==> src/rtl/demux_1to4.sv <==
// Registered 1-to-4 demultiplexer: steers `in` to the lane picked by `sel`,
// zeroes the other lanes, and flags the active lane with a one-hot strobe.
module demux_1to4 #(
   parameter int unsigned WIDTH = 1
) (
   input  logic             clk,
   input  logic             rst,
   input  logic             en,
   input  logic [WIDTH-1:0] in,
   input  logic [1:0]       sel,
   output logic [WIDTH-1:0] out0,
   output logic [WIDTH-1:0] out1,
   output logic [WIDTH-1:0] out2,
   output logic [WIDTH-1:0] out3,
   output logic [3:0]       out_valid
);

   localparam int unsigned LANES = 4;

   logic [WIDTH-1:0] lane_d [LANES];
   logic [3:0]       valid_d;

   // Next-lane decode; disabled cycles and unknown selects clear everything
   always_comb begin
      for (int i = 0; i < LANES; i++) begin
         lane_d[i] = '0;
      end
      valid_d = 4'b0000;
      if (en) begin
         case (sel)
            2'd0: begin lane_d[0] = in; valid_d = 4'b0001; end
            2'd1: begin lane_d[1] = in; valid_d = 4'b0010; end
            2'd2: begin lane_d[2] = in; valid_d = 4'b0100; end
            2'd3: begin lane_d[3] = in; valid_d = 4'b1000; end
            default: begin
               for (int i = 0; i < LANES; i++) begin
                  lane_d[i] = '0;
               end
               valid_d = 4'b0000;
            end
         endcase
      end
   end

   always_ff @(posedge clk or posedge rst) begin
      if (rst) begin
         out0      <= '0;
         out1      <= '0;
         out2      <= '0;
         out3      <= '0;
         out_valid <= 4'b0000;
      end else begin
         out0      <= lane_d[0];
         out1      <= lane_d[1];
         out2      <= lane_d[2];
         out3      <= lane_d[3];
         out_valid <= valid_d;
      end
   end

endmodule

==> config.mk <==
export PLATFORM = sky130hd
export DESIGN_NAME = demux_1to4
export DESIGN_NICKNAME = d
export VERILOG_FILES = /design/src/rtl/demux_1to4.sv
export SDC_FILE = /design/constraint.sdc
export NUM_CORES = 1
export LEC_CHECK = 0
export ABC_AREA = 1
export CELL_PAD_IN_SITES_DETAIL_PLACEMENT = 0
export CELL_PAD_IN_SITES_GLOBAL_PLACEMENT = 1
export CORE_AREA = 5 5 42 44
export DETAILED_ROUTE_END_ITERATION = 12
export DIE_AREA = 0 0 47 49
export PLACE_DENSITY_LB_ADDON = 0.1
export SYNTH_ARGS = -nofsm -noshare
export SYNTH_HDL_FRONTEND = slang
export SYNTH_SLANG_ARGS = --single-unit
==> constraint.sdc <==
create_clock -name clk -period 0.8 [get_ports clk]
set_input_delay 0.16 -clock clk [delete_from_list [all_inputs] [get_ports clk]]
set_output_delay 0.16 -clock clk [all_outputs]
set_load 0.02 [all_outputs]
==> tab_implementation.tex, run 1 <==
\begin{tabular}{lr}
\hline
Metric & Value \\
\hline
\multicolumn{2}{l}{\textbf{Layout}} \\
\quad Final core occ & 0.3205 \\
\quad Fill count & 152 \\
\quad Growth of design area from synthesis to finish & 70.14\% \\
\quad Number of nets in the finished design & 48 \\
\quad Sequential cell area & 200.2 sq um \\
\quad Share of final-layout standard cells stronger than drive strength 1 & 0.2750 \\
\quad Multi-input combinational cell area & 41.29 sq um \\
\quad Number of antenna repair diodes & 0 \\
\multicolumn{2}{l}{\textbf{Floorplanning}} \\
\quad Number of core rows & 14 \\
\quad Die span in y & 49 microns \\
\quad Standard cell core area & 1401 sq um \\
\quad Starting density of the core & 0.1884 \\
\quad IO Count & 14 \\
\quad Horiz. Die Dim & 47 microns \\
\quad Total die area & 2303 sq um \\
\multicolumn{2}{l}{\textbf{Setup path}} \\
\quad Cell family with the largest share of critical-path delay & flip-flops \\
\quad Master of the slowest instance on the critical path & sky130\_fd\_sc\_hd\_\_dfrtp\_1 \\
\quad CP max FO & 1 \\
\quad Cells along the critical path & buf\_6 \\
\quad CP arrival & 0.76 ns \\
\quad Endpoint class of the critical path & output port \\
\quad Kind of start point of the critical path & flop \\
\quad Buf/Inv on CP & 1 \\
\quad WP data required & 0.64 ns \\
\quad Path type of the worst setup path & flop to output port \\
\quad Peak per-stage delay on the critical path & 0.38 ns \\
\multicolumn{2}{l}{\textbf{Clocking}} \\
\quad TritonCTS clock tree & built \\
\quad Number of levels in the clock H-tree & 1 \\
\quad Clock tree root buffer cell & sky130\_fd\_sc\_hd\_\_clkbuf\_4 \\
\quad Clock transition at the register clock pins on the worst setup and hold paths after CTS & 0.05 ns \\
\quad Number of buffers created by CTS & 3 \\
\quad Clock Path Buffers & 2 \\
\quad Clock sink count & 8 \\
\multicolumn{2}{l}{\textbf{Placed design}} \\
\quad Buffers on Ports & 13 \\
\quad Routability congestion estimate & 0.7085 \\
\quad HPWL reported at the end of detailed placement & 403.3 microns \\
\quad Setup WS pre-CTS & -0.2683 ns \\
\multicolumn{2}{l}{\textbf{Route}} \\
\quad DRT Wirelength & 513 microns \\
\quad Final routed DRC violation total & 0 \\
\quad First-pass DRT Iterations & 4 \\
\quad Number of violations reported at the end of detailed-routing iteration 0 & 6 \\
\quad Antenna-violating nets left & 0 \\
\quad Via-per-instance ratio & 3.696 \\
\quad WL per Instance & 9.161 microns \\
\quad Routed via count & 207 \\
\multicolumn{2}{l}{\textbf{Yosys}} \\
\quad Synth Register Bits & 8 \\
\quad Syn. warnings & 0 \\
\quad Main area contributors after synthesis & sky130\_fd\_sc\_hd\_\_dfrtp\_1 (76\%), sky130\_fd\_sc\_hd\_\_inv\_1 (8.5\%), sky130\_fd\_sc\_hd\_\_nor2\_1 (7.1\%), sky130\_fd\_sc\_hd\_\_nand3\_1 (3.8\%), sky130\_fd\_sc\_hd\_\_nand2\_1 (2.8\%) \\
\quad Total nets after synthesis & 30 \\
\quad Area share of the largest cell type after synthesis & 0.7583 \\
\quad Top cells by count, synth & sky130\_fd\_sc\_hd\_\_dfrtp\_1 (8), sky130\_fd\_sc\_hd\_\_inv\_1 (6), sky130\_fd\_sc\_hd\_\_nor2\_1 (5), sky130\_fd\_sc\_hd\_\_nand2\_1 (2), sky130\_fd\_sc\_hd\_\_nand3\_1 (2) \\
\quad Gate Count Post-Synth & 24 \\
\quad Number of enable-type register cells in the synthesized netlist & 0 \\
\quad Distinct cell type count of the synthesized netlist & 6 \\
\quad Share of flip-flops with an asynchronous set or reset & 1.000 \\
\quad Most frequent cell after synthesis & sky130\_fd\_sc\_hd\_\_dfrtp\_1 \\
\quad Summed instance area of the synthesized netlist & 264.0 sq um \\
\quad Yosys top cell by area & sky130\_fd\_sc\_hd\_\_dfrtp\_1 \\
\quad Syn avg cell area & 11.00 sq um \\
\quad Primary FF master, synth & sky130\_fd\_sc\_hd\_\_dfrtp\_1 \\
\quad Part of the Yosys area used for sequential elements & 0.7583 \\
\multicolumn{2}{l}{\textbf{STA}} \\
\quad Setup violators final & 8 \\
\quad Worst rel slew slack & 0.7938 \\
\quad Hold Vio Cnt, Final & 0 \\
\quad Final cycle utilization of the critical path & 1.145 \\
\quad Final period demand of the worst path & 0.9156 ns \\
\quad Worst-Margin Slew & 0.3090 ns \\
\quad FMAX & 1.092 GHz \\
\quad Post-layout worst setup margin & -0.1156 ns \\
\quad Total Neg Setup Slack & -0.8451 ns \\
\quad Setup repair after global routing missed its margin & true \\
\quad Fin. max-slew vios & 0 \\
\multicolumn{2}{l}{\textbf{GRT}} \\
\quad Vias in the first global route & 190 \\
\quad Pin count of the biggest net entering global routing & 9 \\
\quad Initial antenna violation count & 0 \\
\quad Wire length of the first global-routing pass & 759 microns \\
\quad Global-route total usage across every layer & 0.05039 \\
\quad Overflow left after global routing & 0 \\
\multicolumn{2}{l}{\textbf{Power and ir drop}} \\
\quad Worst vdd rail ir drop & 0.6959 mV \\
\quad Leakage power total & 0.2607 nW \\
\quad Design Power & 820.6 uW \\
\quad Pwr/cell area & 1827 nW/um\^{}2 \\
\multicolumn{2}{l}{\textbf{Worst hold path}} \\
\quad Class of the tightest hold or removal check & primary input to async pin \\
\multicolumn{2}{l}{\textbf{Job}} \\
\quad Maximum Capacitance Violations & 0 \\
\multicolumn{2}{l}{\textbf{Outcome}} \\
\quad Failing checks & setup timing \\
\quad Outcome & finished with violations \\
\hline
\end{tabular}
[report_power, final]
| group | internal (mW) | switching [mW] | total (mW) |
|---|---|---|---|
| logic | 0.0507 | 0.0485 | 0.0992 |
| registers | 0.418 | 0.00577 | 0.424 |
| clock network | 0.171 | 0.126 | 0.297 |
[registers in the layout, indices dropped and copies added (netlist names)]
| name | cells |
|---|---|
| out_valid | 4 |
| out2 | 1 |
| out1 | 1 |
| out3 | 1 |
| out0 | 1 |
[routing by layer]
layer	wire, microns	global-route usage
met1	195	0.05856
met2	224	0.06109
met3	76	0.02214
met4	16	0.05530
met5	0	0
[through the flow]
stage / instance area (sq um) / cells / hold slack, ns
after floorplan: 264.0 / 24 / -0.02434
after global placement: 414.1 / 53 / 0.4233
after detailed placement: 414.1 / 53 / 0.4274
after CTS: 446.7 / 56 / 0.1669
after global routing: 449.2 / 56 / 0.1981
final: 449.2 / 56 / 0.1596
[worst paths after layout]
kind	from	endpoint	slack [ns]	cells after the start
min in group clk	sel[1]	out_valid[1]	0.18	2
max in group asynchronous	rst	out1	0.41	2
setup / recovery	out_valid[0]	out_valid[0]	-0.12	1
hold / removal	rst	out2	0.16	2
[placed cells by master (no fill, tap or decap)]
cell                              Yosys  routed
sky130_fd_sc_hd__buf_6                0       8
sky130_fd_sc_hd__clkbuf_4             0       3
sky130_fd_sc_hd__clkdlybuf4s50_1      0       4
sky130_fd_sc_hd__dfrtp_1              8       8
sky130_fd_sc_hd__dlymetal6s2s_1       0       1
sky130_fd_sc_hd__inv_1                6       6
sky130_fd_sc_hd__nand2_1              2       2
sky130_fd_sc_hd__nand3_1              2       2
sky130_fd_sc_hd__nor2_1               5       5
sky130_fd_sc_hd__nor3_1               1       1
[area by class of cell]
class                   count  area share
well taps                  16     0.04457
multi-input cells          10     0.09192
flip-flops and latches      8      0.4457
repair buffers             13      0.3175
clock buffers               3     0.05014
inverters                   6     0.05014
[logic make-up (layout without fill, tap and decap cells)]
kind of cell / Yosys count / count (layout) / share of synthesized area
buf+inv: 6 / 22 / 0.08530
flops: 8 / 8 / 0.7583
simple gates: 10 / 10 / 0.1564
[repair_timing]
item	4_1_cts	5_1_grt
buffers inserted	0	0
endpoints found under the hold margin	0	0
gates resized for setup	48	1
hold buffers	0	0
setup endpoints to repair	8	9
gates cloned	0	0
No activity file was read; power rests on OpenSTA's default activity.
==> run 2, diff against run 1 <==
==> constraint.sdc (replaced) <==
create_clock -name clk -period 1.15 [get_ports clk]
set_input_delay 0.23 -clock clk [delete_from_list [all_inputs] [get_ports clk]]
set_output_delay 0.23 -clock clk [all_outputs]
set_load 0.02 [all_outputs]
==> tab_implementation.tex, run 2 (synthesis results as in run 1) <==
\begin{tabular}{lr}
\hline
Metric & Value \\
\hline
\multicolumn{2}{l}{\textbf{STA}} \\
\quad Setup violators final & 0 \\
\quad Hold Vio Cnt, Final & 0 \\
\quad Final period demand of the worst path & 1.122 ns \\
\quad Post-layout worst setup margin & 0.02818 ns \\
\quad Fin. max-slew vios & 0 \\
\quad Total Neg Setup Slack & 0 ns \\
\quad Setup repair after global routing missed its margin & false \\
\quad Worst rel slew slack & 0.7938 \\
\quad Final cycle utilization of the critical path & 0.9755 \\
\quad FMAX & 0.8914 GHz \\
\quad Worst-Margin Slew & 0.3090 ns \\
\multicolumn{2}{l}{\textbf{Layout}} \\
\quad Number of antenna repair diodes & 0 \\
\quad Leading cell types in the layout, fill and taps excluded & sky130\_fd\_sc\_hd\_\_dfrtp\_1 (8), sky130\_fd\_sc\_hd\_\_clkdlybuf4s15\_1 (7), sky130\_fd\_sc\_hd\_\_inv\_1 (6), sky130\_fd\_sc\_hd\_\_nor2\_1 (5), sky130\_fd\_sc\_hd\_\_clkdlybuf4s50\_1 (5) \\
\quad Largest register FFs & 4 \\
\quad Growth of design area from synthesis to finish & 63.51\% \\
\quad Non-filler cells in the finished layout & 56 \\
\quad Most common library cell in the layout ignoring fill and taps & sky130\_fd\_sc\_hd\_\_dfrtp\_1 \\
\quad Share of final-layout standard cells stronger than drive strength 1 & 0.1000 \\
\quad Largest reg by FF count & out\_valid \\
\quad Final core occ & 0.3080 \\
\quad Number of nets in the finished design & 48 \\
\quad Fill count & 154 \\
\multicolumn{2}{l}{\textbf{Clocking}} \\
\quad Number of levels in the clock H-tree & 1 \\
\quad Clock tree root buffer cell & sky130\_fd\_sc\_hd\_\_clkbuf\_4 \\
\quad Hold-fix buffers at CTS & 0 \\
\quad Post-CTS Repair Setup Buffers & 0 \\
\quad TritonCTS clock tree & built \\
\quad Number of buffers created by CTS & 3 \\
\quad Clock Path Buffers & 2 \\
\quad Clock sink count & 8 \\
\quad Clock transition at the register clock pins on the worst setup and hold paths after CTS & 0.05 ns \\
\multicolumn{2}{l}{\textbf{Route}} \\
\quad Antenna-violating nets left & 0 \\
\quad Via-per-instance ratio & 3.696 \\
\quad Number of violations reported at the end of detailed-routing iteration 0 & 6 \\
\quad First-pass DRT Iterations & 4 \\
\quad WL per Instance & 9.089 microns \\
\quad Routed via count & 207 \\
\quad DRT Wirelength & 509 microns \\
\quad Final routed DRC violation total & 0 \\
\multicolumn{2}{l}{\textbf{Placed design}} \\
\quad HPWL reported at the end of detailed placement & 403.3 microns \\
\quad Cell count after placement & 53 \\
\quad Setup WS pre-CTS & 0.01167 ns \\
\quad Routability congestion estimate & 0.7085 \\
\quad Buffers on Ports & 13 \\
\multicolumn{2}{l}{\textbf{Power and ir drop}} \\
\quad Proportion of power drawn by the clock network & 0.368 \\
\quad Combinational Power Share & 0.111 \\
\quad Net switching component of the power & 123.9 uW \\
\quad Worst vdd rail ir drop & 0.4802 mV \\
\quad Seq pwr share & 0.521 \\
\quad Internal power contribution & 438.5 uW \\
\quad Leakage power total & 0.2390 nW \\
\quad Pwr/cell area & 1303 nW/um\^{}2 \\
\quad Sw frac & 0.2204 \\
\multicolumn{2}{l}{\textbf{Job}} \\
\quad Maximum Capacitance Violations & 0 \\
\multicolumn{2}{l}{\textbf{Floorplanning}} \\
\quad Die span in y & 49 microns \\
\quad Total die area & 2303 sq um \\
\quad Horiz. Die Dim & 47 microns \\
\quad Starting density of the core & 0.1884 \\
\quad Number of core rows & 14 \\
\quad IO Count & 14 \\
\quad Standard cell core area & 1401 sq um \\
\multicolumn{2}{l}{\textbf{Setup path}} \\
\quad Kind of start point of the critical path & flop \\
\quad CP arrival & 0.89 ns \\
\quad CP max FO & 1 \\
\quad Peak per-stage delay on the critical path & 0.36 ns \\
\quad Master of the slowest instance on the critical path & sky130\_fd\_sc\_hd\_\_dfrtp\_1 \\
\quad Path type of the worst setup path & flop to output port \\
\quad Cell family with the largest share of critical-path delay & flip-flops \\
\quad WP data required & 0.92 ns \\
\quad Buf/Inv on CP & 1 \\
\quad Endpoint class of the critical path & output port \\
\quad Cells along the critical path & clkdlybuf4s15\_1 \\
\multicolumn{2}{l}{\textbf{Outcome}} \\
\quad Outcome & finished, final reports clean \\
\multicolumn{2}{l}{\textbf{GRT}} \\
\quad Vias in the first global route & 190 \\
\quad Initial antenna violation count & 0 \\
\quad Pin count of the biggest net entering global routing & 9 \\
\quad Wire length of the first global-routing pass & 759 microns \\
\quad Global-route total usage across every layer & 0.05039 \\
\quad Overflow left after global routing & 0 \\
\multicolumn{2}{l}{\textbf{Worst hold path}} \\
\quad Class of the tightest hold or removal check & primary input to async pin \\
\hline
\end{tabular}
-- run 2: cell types whose count changed in the layout (fill, tap and decap cells not counted) --
cell,delta
sky130_fd_sc_hd__clkbuf_2,+1
sky130_fd_sc_hd__buf_6,-8
sky130_fd_sc_hd__clkdlybuf4s15_1,+7
sky130_fd_sc_hd__clkdlybuf4s50_1,+1
sky130_fd_sc_hd__dlymetal6s2s_1,-1
-- run 2: area by class of cell --
| class | instances | area [sq um] | share of cell area |
|---|---|---|---|
| clock buffer | 3 | 22.52 | 0.05217 |
| inverter | 6 | 22.52 | 0.05217 |
| multi-input combinational | 10 | 41.29 | 0.09565 |
| sequential | 8 | 200.2 | 0.4638 |
| tap | 16 | 20.02 | 0.04638 |
| timing repair buffer | 13 | 125.1 | 0.2899 |
-- run 2: worst max path at each step --
stage | cells past startpoint | slack (ns) | end | start
floorplan | 0 | 0.50 | out0 | out0
global placement | 1 | 0.02 | out1 | out1
global route | 1 | 0.003 | out_valid[0] | out_valid[0]
finish | 1 | 0.03 | out_valid[0] | out_valid[0]
CTS | 1 | 0.002 | out_valid[2] | out_valid[2]
detailed placement | 1 | 0.01 | out_valid[0] | out_valid[0]
-- run 2: what timing repair did --
item / CTS / global route
setup endpoints to repair: 8 / 2
cloned: 0 / 0
resized for setup: 15 / 2
-- run 2: layer usage --
metal	up-vias	track usage	wire length (microns)
li1	102	-	-
met1	89	0.05856	193
met2	12	0.06109	221
met3	4	0.02214	78
met4	0	0.05530	16
met5	-	0	0
-- run 2: through the flow --
| step | power, mW | hold slack, ns | cell area, sq um |
|---|---|---|---|
| after floorplan | 0.3242 | 0.04566 | 264.0 |
| final | 0.5624 | 0.2297 | 431.7 |
| after CTS | 0.5730 | 0.2369 | 435.4 |
| after global placement | 0.3661 | 0.4933 | 414.1 |
| after global routing | 0.5875 | 0.2681 | 431.7 |
| after detailed placement | 0.3668 | 0.4974 | 414.1 |
-- run 2: power groups by stage --
stage / Combinational [mW] / Sequential [mW] / Clock (mW)
6_report: 0.0625 / 0.293 / 0.207
4_1_cts: 0.0643 / 0.293 / 0.216
3_3_place_gp: 0.0689 / 0.297 / 0
3_5_place_dp: 0.0690 / 0.298 / 0
5_1_grt: 0.0689 / 0.294 / 0.225
2_1_floorplan: 0.0145 / 0.310 / 0
==> run 3, diff against run 2 <==
--- a/config.mk
+++ b/config.mk
@@ -11,6 +11,7 @@
 export CORE_AREA = 5 5 42 44
 export DETAILED_ROUTE_END_ITERATION = 12
 export DIE_AREA = 0 0 47 49
+export HOLD_SLACK_MARGIN = 0.08
 export PLACE_DENSITY_LB_ADDON = 0.1
 export SYNTH_ARGS = -nofsm -noshare
 export SYNTH_HDL_FRONTEND = slang
==> results of run 3 <==
The final DEF is identical to that of run 2; final timing and power are the same.
